--- src/rtl/ahir_pipe_fifo_pkg.sv ---
// Shared definitions for the AHIR pipe elastic buffer: default word width,
// word type and a constant-foldable ceiling log2.
package ahir_pipe_pkg;

    localparam int unsigned C_PCI_DATA_WIDTH_DFLT = 32;

    typedef logic [C_PCI_DATA_WIDTH_DFLT-1:0] word_t;

    // Smallest n with 2**n >= v; usable in parameter expressions.
    function automatic int unsigned clog2(input int unsigned v);
        int unsigned n;
        n = 0;
        for (int unsigned i = 1; i < v; i = i * 2) begin
            n = n + 1;
        end
        return n;
    endfunction

endpackage

--- src/rtl/ahir_pipe_fifo_if.sv ---
// Pipe-side bundle of the elastic buffer: write/read handshakes, flush and
// status. The FIFO is the slave; the bridge/testbench side is the master.
interface ahir_pipe_fifo_if #(
    parameter int unsigned W  = 32,
    parameter int unsigned AW = 4
);
    logic          flush;
    logic          write_req;
    logic [W-1:0]  write_data;
    logic          write_ack;
    logic          read_req;
    logic [W-1:0]  read_data;
    logic          read_ack;
    logic [AW:0]   occupancy;
    logic          almost_full;
    logic          overflow_err;

    modport master (
        output flush, write_req, write_data, read_req,
        input  write_ack, read_data, read_ack, occupancy, almost_full, overflow_err
    );

    modport slave (
        input  flush, write_req, write_data, read_req,
        output write_ack, read_data, read_ack, occupancy, almost_full, overflow_err
    );
endinterface

--- src/rtl/ahir_pipe_fifo_mem.sv ---
// Register-file storage: one synchronous write port, one asynchronous read
// port, no reset (contents are only meaningful behind the FIFO pointers).
module ahir_pipe_fifo_mem
    import ahir_pipe_pkg::*;
#(
    parameter int unsigned W      = C_PCI_DATA_WIDTH_DFLT,
    parameter int unsigned DEPTH  = 16,
    parameter int unsigned ADDR_W = clog2(DEPTH)
) (
    input  logic              CLK,
    input  logic              we,
    input  logic [ADDR_W-1:0] waddr,
    input  logic [W-1:0]      wdata,
    input  logic [ADDR_W-1:0] raddr,
    output logic [W-1:0]      rdata
);

    logic [W-1:0] mem [DEPTH];

    // Store the incoming word on a write beat.
    always_ff @(posedge CLK) begin
        if (we) begin
            mem[waddr] <= wdata;
        end
    end

    assign rdata = mem[raddr];

endmodule

--- src/rtl/ahir_pipe_fifo.sv ---
// Elastic buffer on an AHIR pipe: decouples producer burst timing from
// consumer pace, reports occupancy/watermark, sticky overflow, sync flush.
module ahir_pipe_fifo
    import ahir_pipe_pkg::*;
#(
    parameter int unsigned C_PCI_DATA_WIDTH = C_PCI_DATA_WIDTH_DFLT,
    parameter int unsigned DEPTH            = 16,
    parameter int unsigned ALMOST_FULL_LVL  = DEPTH - 2
) (
    input  logic            CLK,
    input  logic            RST_N,
    ahir_pipe_fifo_if.slave pipe
);

    localparam int unsigned       ADDR_W  = clog2(DEPTH);
    localparam logic [ADDR_W:0]   DEPTH_C = DEPTH[ADDR_W:0];
    localparam logic [ADDR_W:0]   AF_LVL  = ALMOST_FULL_LVL[ADDR_W:0];

    logic [ADDR_W-1:0]           wr_ptr;
    logic [ADDR_W-1:0]           rd_ptr;
    logic [ADDR_W:0]             count_q;
    logic [ADDR_W:0]             count_d;
    logic                        af_q;
    logic                        ovf_q;
    logic [C_PCI_DATA_WIDTH-1:0] last_q;
    logic [C_PCI_DATA_WIDTH-1:0] head;
    logic                        full;
    logic                        empty;
    logic                        wr_beat;
    logic                        rd_beat;

    // Full/empty come from the count register only, so acks never see req.
    assign full    = (count_q == DEPTH_C);
    assign empty   = (count_q == '0);
    assign wr_beat = pipe.write_req & ~full;
    assign rd_beat = pipe.read_req & ~empty;

    ahir_pipe_fifo_mem #(
        .W      (C_PCI_DATA_WIDTH),
        .DEPTH  (DEPTH),
        .ADDR_W (ADDR_W)
    ) u_mem (
        .CLK   (CLK),
        .we    (wr_beat & ~pipe.flush),
        .waddr (wr_ptr),
        .wdata (pipe.write_data),
        .raddr (rd_ptr),
        .rdata (head)
    );

    // Next occupancy: +1 write only, -1 read only, else unchanged.
    always_comb begin
        count_d = count_q;
        if (wr_beat && !rd_beat) begin
            count_d = count_q + 1'b1;
        end else if (rd_beat && !wr_beat) begin
            count_d = count_q - 1'b1;
        end
    end

    // Pointers, count and watermark; flush overrides both beats.
    always_ff @(posedge CLK or negedge RST_N) begin
        if (!RST_N) begin
            wr_ptr  <= '0;
            rd_ptr  <= '0;
            count_q <= '0;
            af_q    <= 1'b0;
        end else if (pipe.flush) begin
            wr_ptr  <= '0;
            rd_ptr  <= '0;
            count_q <= '0;
            af_q    <= 1'b0;
        end else begin
            if (wr_beat) begin
                wr_ptr <= wr_ptr + 1'b1;
            end
            if (rd_beat) begin
                rd_ptr <= rd_ptr + 1'b1;
            end
            count_q <= count_d;
            af_q    <= (count_d >= AF_LVL);
        end
    end

    // Sticky overflow: write offered while full; cleared only by flush/reset.
    always_ff @(posedge CLK or negedge RST_N) begin
        if (!RST_N) begin
            ovf_q <= 1'b0;
        end else if (pipe.flush) begin
            ovf_q <= 1'b0;
        end else if (pipe.write_req && full) begin
            ovf_q <= 1'b1;
        end
    end

    // Remember the last consumed word so read_data holds it while empty
    // and reads as zero straight out of reset (storage itself has no reset).
    always_ff @(posedge CLK or negedge RST_N) begin
        if (!RST_N) begin
            last_q <= '0;
        end else if (rd_beat && !pipe.flush) begin
            last_q <= head;
        end
    end

    assign pipe.write_ack    = ~full;
    assign pipe.read_ack     = ~empty;
    assign pipe.read_data    = empty ? last_q : head;
    assign pipe.occupancy    = count_q;
    assign pipe.almost_full  = af_q;
    assign pipe.overflow_err = ovf_q;

endmodule
--- src/flat_wrapper.sv ---
// flat-port wrapper written by rule: the top's interface ports become plain ports
module ahir_pipe_fifo_flat import ahir_pipe_pkg::*;
#(
    parameter int unsigned C_PCI_DATA_WIDTH = C_PCI_DATA_WIDTH_DFLT,
    parameter int unsigned DEPTH            = 16,
    parameter int unsigned ALMOST_FULL_LVL  = DEPTH - 2
)
  (CLK, RST_N, pipe_flush, pipe_write_req, pipe_write_data, pipe_read_req, pipe_write_ack, pipe_read_data, pipe_read_ack, pipe_occupancy, pipe_almost_full, pipe_overflow_err);
  ahir_pipe_fifo_if pipe_i ();
  input  logic CLK;
  input  logic RST_N;
  input wire logic [$bits(pipe_i.flush)-1:0] pipe_flush;
  input wire logic [$bits(pipe_i.write_req)-1:0] pipe_write_req;
  input wire logic [$bits(pipe_i.write_data)-1:0] pipe_write_data;
  input wire logic [$bits(pipe_i.read_req)-1:0] pipe_read_req;
  output wire logic [$bits(pipe_i.write_ack)-1:0] pipe_write_ack;
  output wire logic [$bits(pipe_i.read_data)-1:0] pipe_read_data;
  output wire logic [$bits(pipe_i.read_ack)-1:0] pipe_read_ack;
  output wire logic [$bits(pipe_i.occupancy)-1:0] pipe_occupancy;
  output wire logic [$bits(pipe_i.almost_full)-1:0] pipe_almost_full;
  output wire logic [$bits(pipe_i.overflow_err)-1:0] pipe_overflow_err;
  assign pipe_i.flush = pipe_flush;
  assign pipe_i.write_req = pipe_write_req;
  assign pipe_i.write_data = pipe_write_data;
  assign pipe_i.read_req = pipe_read_req;
  assign pipe_write_ack = pipe_i.write_ack;
  assign pipe_read_data = pipe_i.read_data;
  assign pipe_read_ack = pipe_i.read_ack;
  assign pipe_occupancy = pipe_i.occupancy;
  assign pipe_almost_full = pipe_i.almost_full;
  assign pipe_overflow_err = pipe_i.overflow_err;
  ahir_pipe_fifo #(.C_PCI_DATA_WIDTH(C_PCI_DATA_WIDTH), .DEPTH(DEPTH), .ALMOST_FULL_LVL(ALMOST_FULL_LVL)) u_core (.CLK(CLK), .RST_N(RST_N), .pipe(pipe_i));
endmodule
--- config.mk ---
export PLATFORM = sky130hd
export DESIGN_NAME = ahir_pipe_fifo_flat
export DESIGN_NICKNAME = d
export VERILOG_FILES = /design/src/rtl/ahir_pipe_fifo_pkg.sv /design/src/rtl/ahir_pipe_fifo_if.sv /design/src/rtl/ahir_pipe_fifo_mem.sv /design/src/rtl/ahir_pipe_fifo.sv /design/src/flat_wrapper.sv
export SDC_FILE = /design/constraint.sdc
export NUM_CORES = 1
export LEC_CHECK = 0
export CAP_MARGIN = 15
export CORE_MARGIN = 3
export CORE_UTILIZATION = 31
export DETAILED_ROUTE_END_ITERATION = 8
export PLACE_DENSITY = 0.47
export SLEW_MARGIN = 20
export SYNTH_ARGS = -nofsm -noshare
export SYNTH_HDL_FRONTEND = slang
export SYNTH_SLANG_ARGS = --single-unit
--- constraint.sdc ---
create_clock -name CLK -period 7.65 [get_ports CLK]
set_clock_uncertainty 0.1 [all_clocks]
set_input_delay 1.1475 -clock CLK [delete_from_list [all_inputs] [get_ports CLK]]
set_output_delay 1.1475 -clock CLK [all_outputs]
set_load 0.05 [all_outputs]
==> results.md <==
* Hold depth at 2
* # Post-CTS Setup Buffers at 0
* HPWL after DPL at roughly 27000 um
* CTS clock-pin slew for the worst setup and hold paths at 0.06 ns
* Dpl ws at approximately 2.7 ns
* Status: complete, no violations
* CTS tree: yes
* Diodes inserted at 0
* Clock Path Buffers at 3
* Syn-to-layout area delta at 18.3%
* Post_cts resized at 0
* Seq pwr share at 39.8%
* Reg2reg setup slack at 4.14 ns
* Hold Path Sink: u_core.last_q[27]
* Normalized max-slew margin at between 20% and 30%
* Max Slew Vio Count at 0
* First-pass GRT wire length at between 70000 and 80000 um
* VDD IR-drop max at 0.320 mV
* TNS Setup at 0 ns
* Ratio of cells with drive above 1 in the final layout at 25.7%
* Clock sink total at between 500 and 600
* Initial antenna violation count at 1
* Worst R2R End: u_core.u_mem.mem[0][30]
* CTS Root Buffer Type: clkbuf_16
* Synth cell types at 38
* Cells on worst reg2reg path at 8
* H-tree levels at 2
* Switching share of total power at between 30% and 40%
* Site Rows at between 90 and 100
* Pwr dens at around 350 mW/mm2
* GR Util All Layers at 14.6%
* CP Launch Type: flop
* Die H at around 270 um
* Number of nets in the layout at 1190
* WL/cell at 24.9 um
* Final worst slack at 2.33 ns
* Reg-to-Reg Start: u_core.pipe.occupancy[0]
* Number of hold violations in the final report at 0
* Cell count after synthesis at ~1.0k
* Internal at between 6000 and 7000 uW
* Register area share after synthesis at approximately 76%
* CP Max Fanout at 30
* Worst Path Required at roughly 6.4 ns
* Most common cell after layout, fill and taps aside: edfxtp_1
* Total CTS buffers at 59
* Ys Warns at 0
* # port buffers at 77
* Gate power share at ~29%
* Fin crit share at 69.5%
* DR pass1 iterations at 5
* IO Pins at 78
* Leakage at slightly below 0.008 uW
* Post-route ant nets at 0
* Starting Density at approximately a third
* Setup Viol. Count Final at 0
* Hold_buf cts at 0
* Synthesized Nets at between 1k and 1.5k
* Vias/cell at between 4 and 5
* GR Overflow Total at 0
* Slew at the pin closest to its max-slew limit at 1.11 ns
* Hold Crit Class: reg2reg
* Syn Std Cell Area at 0.0217 mm2
* Design Area, Final at between 0.02 and 0.03 mm2
* Core area at ~0.07 mm2
* Gpl congestion at 0.697
* Vias in the first global route at around 11k
* Nature of the critical path endpoint: output pin
* RSZ-0062 raised after global routing: false
* Syn_area_per_cell at 20.9 um2
* Max-cap violations at 0
* Tmin final at between 5 and 6 ns
* Synthesized flop and latch total at 559
* Die area at 0.0732 mm2
* Arrival @ worst endpoint at 4.07 ns
* Post-DP Area at ~0.024 mm2
* Clk Latency, worst-skew pair at approximately 0.60 ns
* Max Fclk at between 0.15 and 0.2 GHz
* DRC Markers at 0
* DR vias at roughly 10k
* Pin count of the biggest net entering global routing at 67
* Switching power at 2820 uW
* DR iter-0 viols at 806
* Die Wd at around 270 um
* Wirelength, routed at about 53000 um
* Commonest non-fill, non-tap cells in the layout: 512 x edfxtp_1, 128 x mux4_2, 77 x nand2_1
* Crit Path Category: reg2out
* Hold_sp: u_core.last_q[27]
* Clock power frac at a little under a third
power groups by stage:
stage,combinational (uW),clock [uW],sequential [uW]
floorplan,1900,0,3590
detailed placement,2560,0,3680
global route,2770,3020,3590
CTS,2570,2910,3620
global placement,2550,0,3680
finish,2570,2820,3570
metal layers:
layer	GRT usage [%]	share of wire (%)	vias to the layer above
met2	23.4	48	202
met4	3.89	2.0	2
li1	-	-	4515
met3	2.05	3.6	71
met5	0	0.025	-
met1	20.9	47	5525
stage by stage:
step | hold slack, ns | util [%] | instances | total power (uW)
final | 0.385 | 37.2 | 2124 | 8950
after global routing | 0.398 | 37.2 | 2124 | 9370
after CTS | 0.389 | 37.2 | 2123 | 9100
after detailed placement | 0.376 | 34.4 | 2015 | 6250
after global placement | 0.367 | 34.4 | 2015 | 6230
after floorplan | 0.355 | - | 1038 | 5490
layout make-up:
cell class,count,area [um2]
fillers,6354,43300
multi-input cells,409,4940
clock buffers,78,1600
repair buffers,108,1040
clock inverters,30,305
flip-flops and latches,559,16600
well taps,931,1160
inverters,9,33.8
flip-flops by register name (all words and copies together), names as in the netlist:
| register | flops |
|---|---|
| u_core.u_mem.mem | 512 |
| u_core.wr_ptr | 4 |
| u_core.pipe.almost_full | 1 |
| u_core.last_q | 32 |
| u_core.pipe.overflow_err | 1 |
| u_core.pipe.occupancy | 5 |
| u_core.rd_ptr | 4 |
kinds of logic after synthesis:
logic type,share of synthesized area [%]
AO/OA/AOI/OAI,5.26
XOR/XNOR,0.404
buffers and inverters,1.60
adder cells (fa/ha/maj),0.404
AND/OR/NAND/NOR,2.51
flip-flops,76.3
multiplexers,13.5
cell usage after synthesis:
master / n / area [um2]
a21oi_1: 3 / 15.0
a221oi_2: 33 / 495
a22o_1: 32 / 280
a31o_1: 1 / 8.76
a31oi_1: 1 / 6.26
and2_1: 2 / 12.5
buf_1: 7 / 26.3
buf_2: 13 / 65.1
buf_4: 3 / 22.5
buf_6: 6 / 67.6
buf_8: 1 / 15.0
clkbuf_1: 30 / 113
clkbuf_2: 1 / 5.00
dfrtp_1: 47 / 1180
edfxtp_1: 512 / 15400
ha_1: 7 / 87.6
inv_1: 8 / 30.0
inv_2: 1 / 3.75
mux2_2: 2 / 22.5
mux2i_1: 2 / 20.0
mux4_2: 128 / 2880
nand2_1: 77 / 289
nand3b_1: 1 / 7.51
nand4_1: 2 / 12.5
nor2_1: 29 / 109
nor2_4: 1 / 11.3
nor2b_1: 4 / 25.0
nor3_1: 2 / 10.0
nor4_1: 1 / 6.26
nor4b_2: 1 / 15.0
nor4bb_4: 1 / 25.0
o21ai_0: 1 / 5.00
o21ai_1: 64 / 320
o41ai_1: 1 / 8.76
or3_1: 2 / 12.5
or3b_2: 1 / 8.76
xnor2_1: 6 / 52.6
xor2_1: 4 / 35.0
how the worst max path moves through the flow:
stage	startpoint	end	slack [ns]	cells after the start
detailed placement	u_core.rd_ptr[0]	pipe_read_data[24]	2.69	6
CTS	u_core.rd_ptr[0]	pipe_read_data[24]	2.03	6
global placement	u_core.rd_ptr[0]	pipe_read_data[24]	2.68	6
global route	u_core.rd_ptr[0]	pipe_read_data[13]	2.12	7
finish	u_core.rd_ptr[0]	pipe_read_data[24]	2.33	7
floorplan	u_core.pipe.occupancy[0]	u_core.u_mem.mem[3][0]	3.81	8
critical path: stages (launching register included):
cell	delay, ns
dfrtp_4	0.68
buf_16	0.28
buf_4	0.35
mux4_2	0.55
a22o_1	0.25
a221oi_2	0.34
o21ai_1	0.17
clkdlybuf4s50_1	0.76
Power figures use the tool's default switching activity.
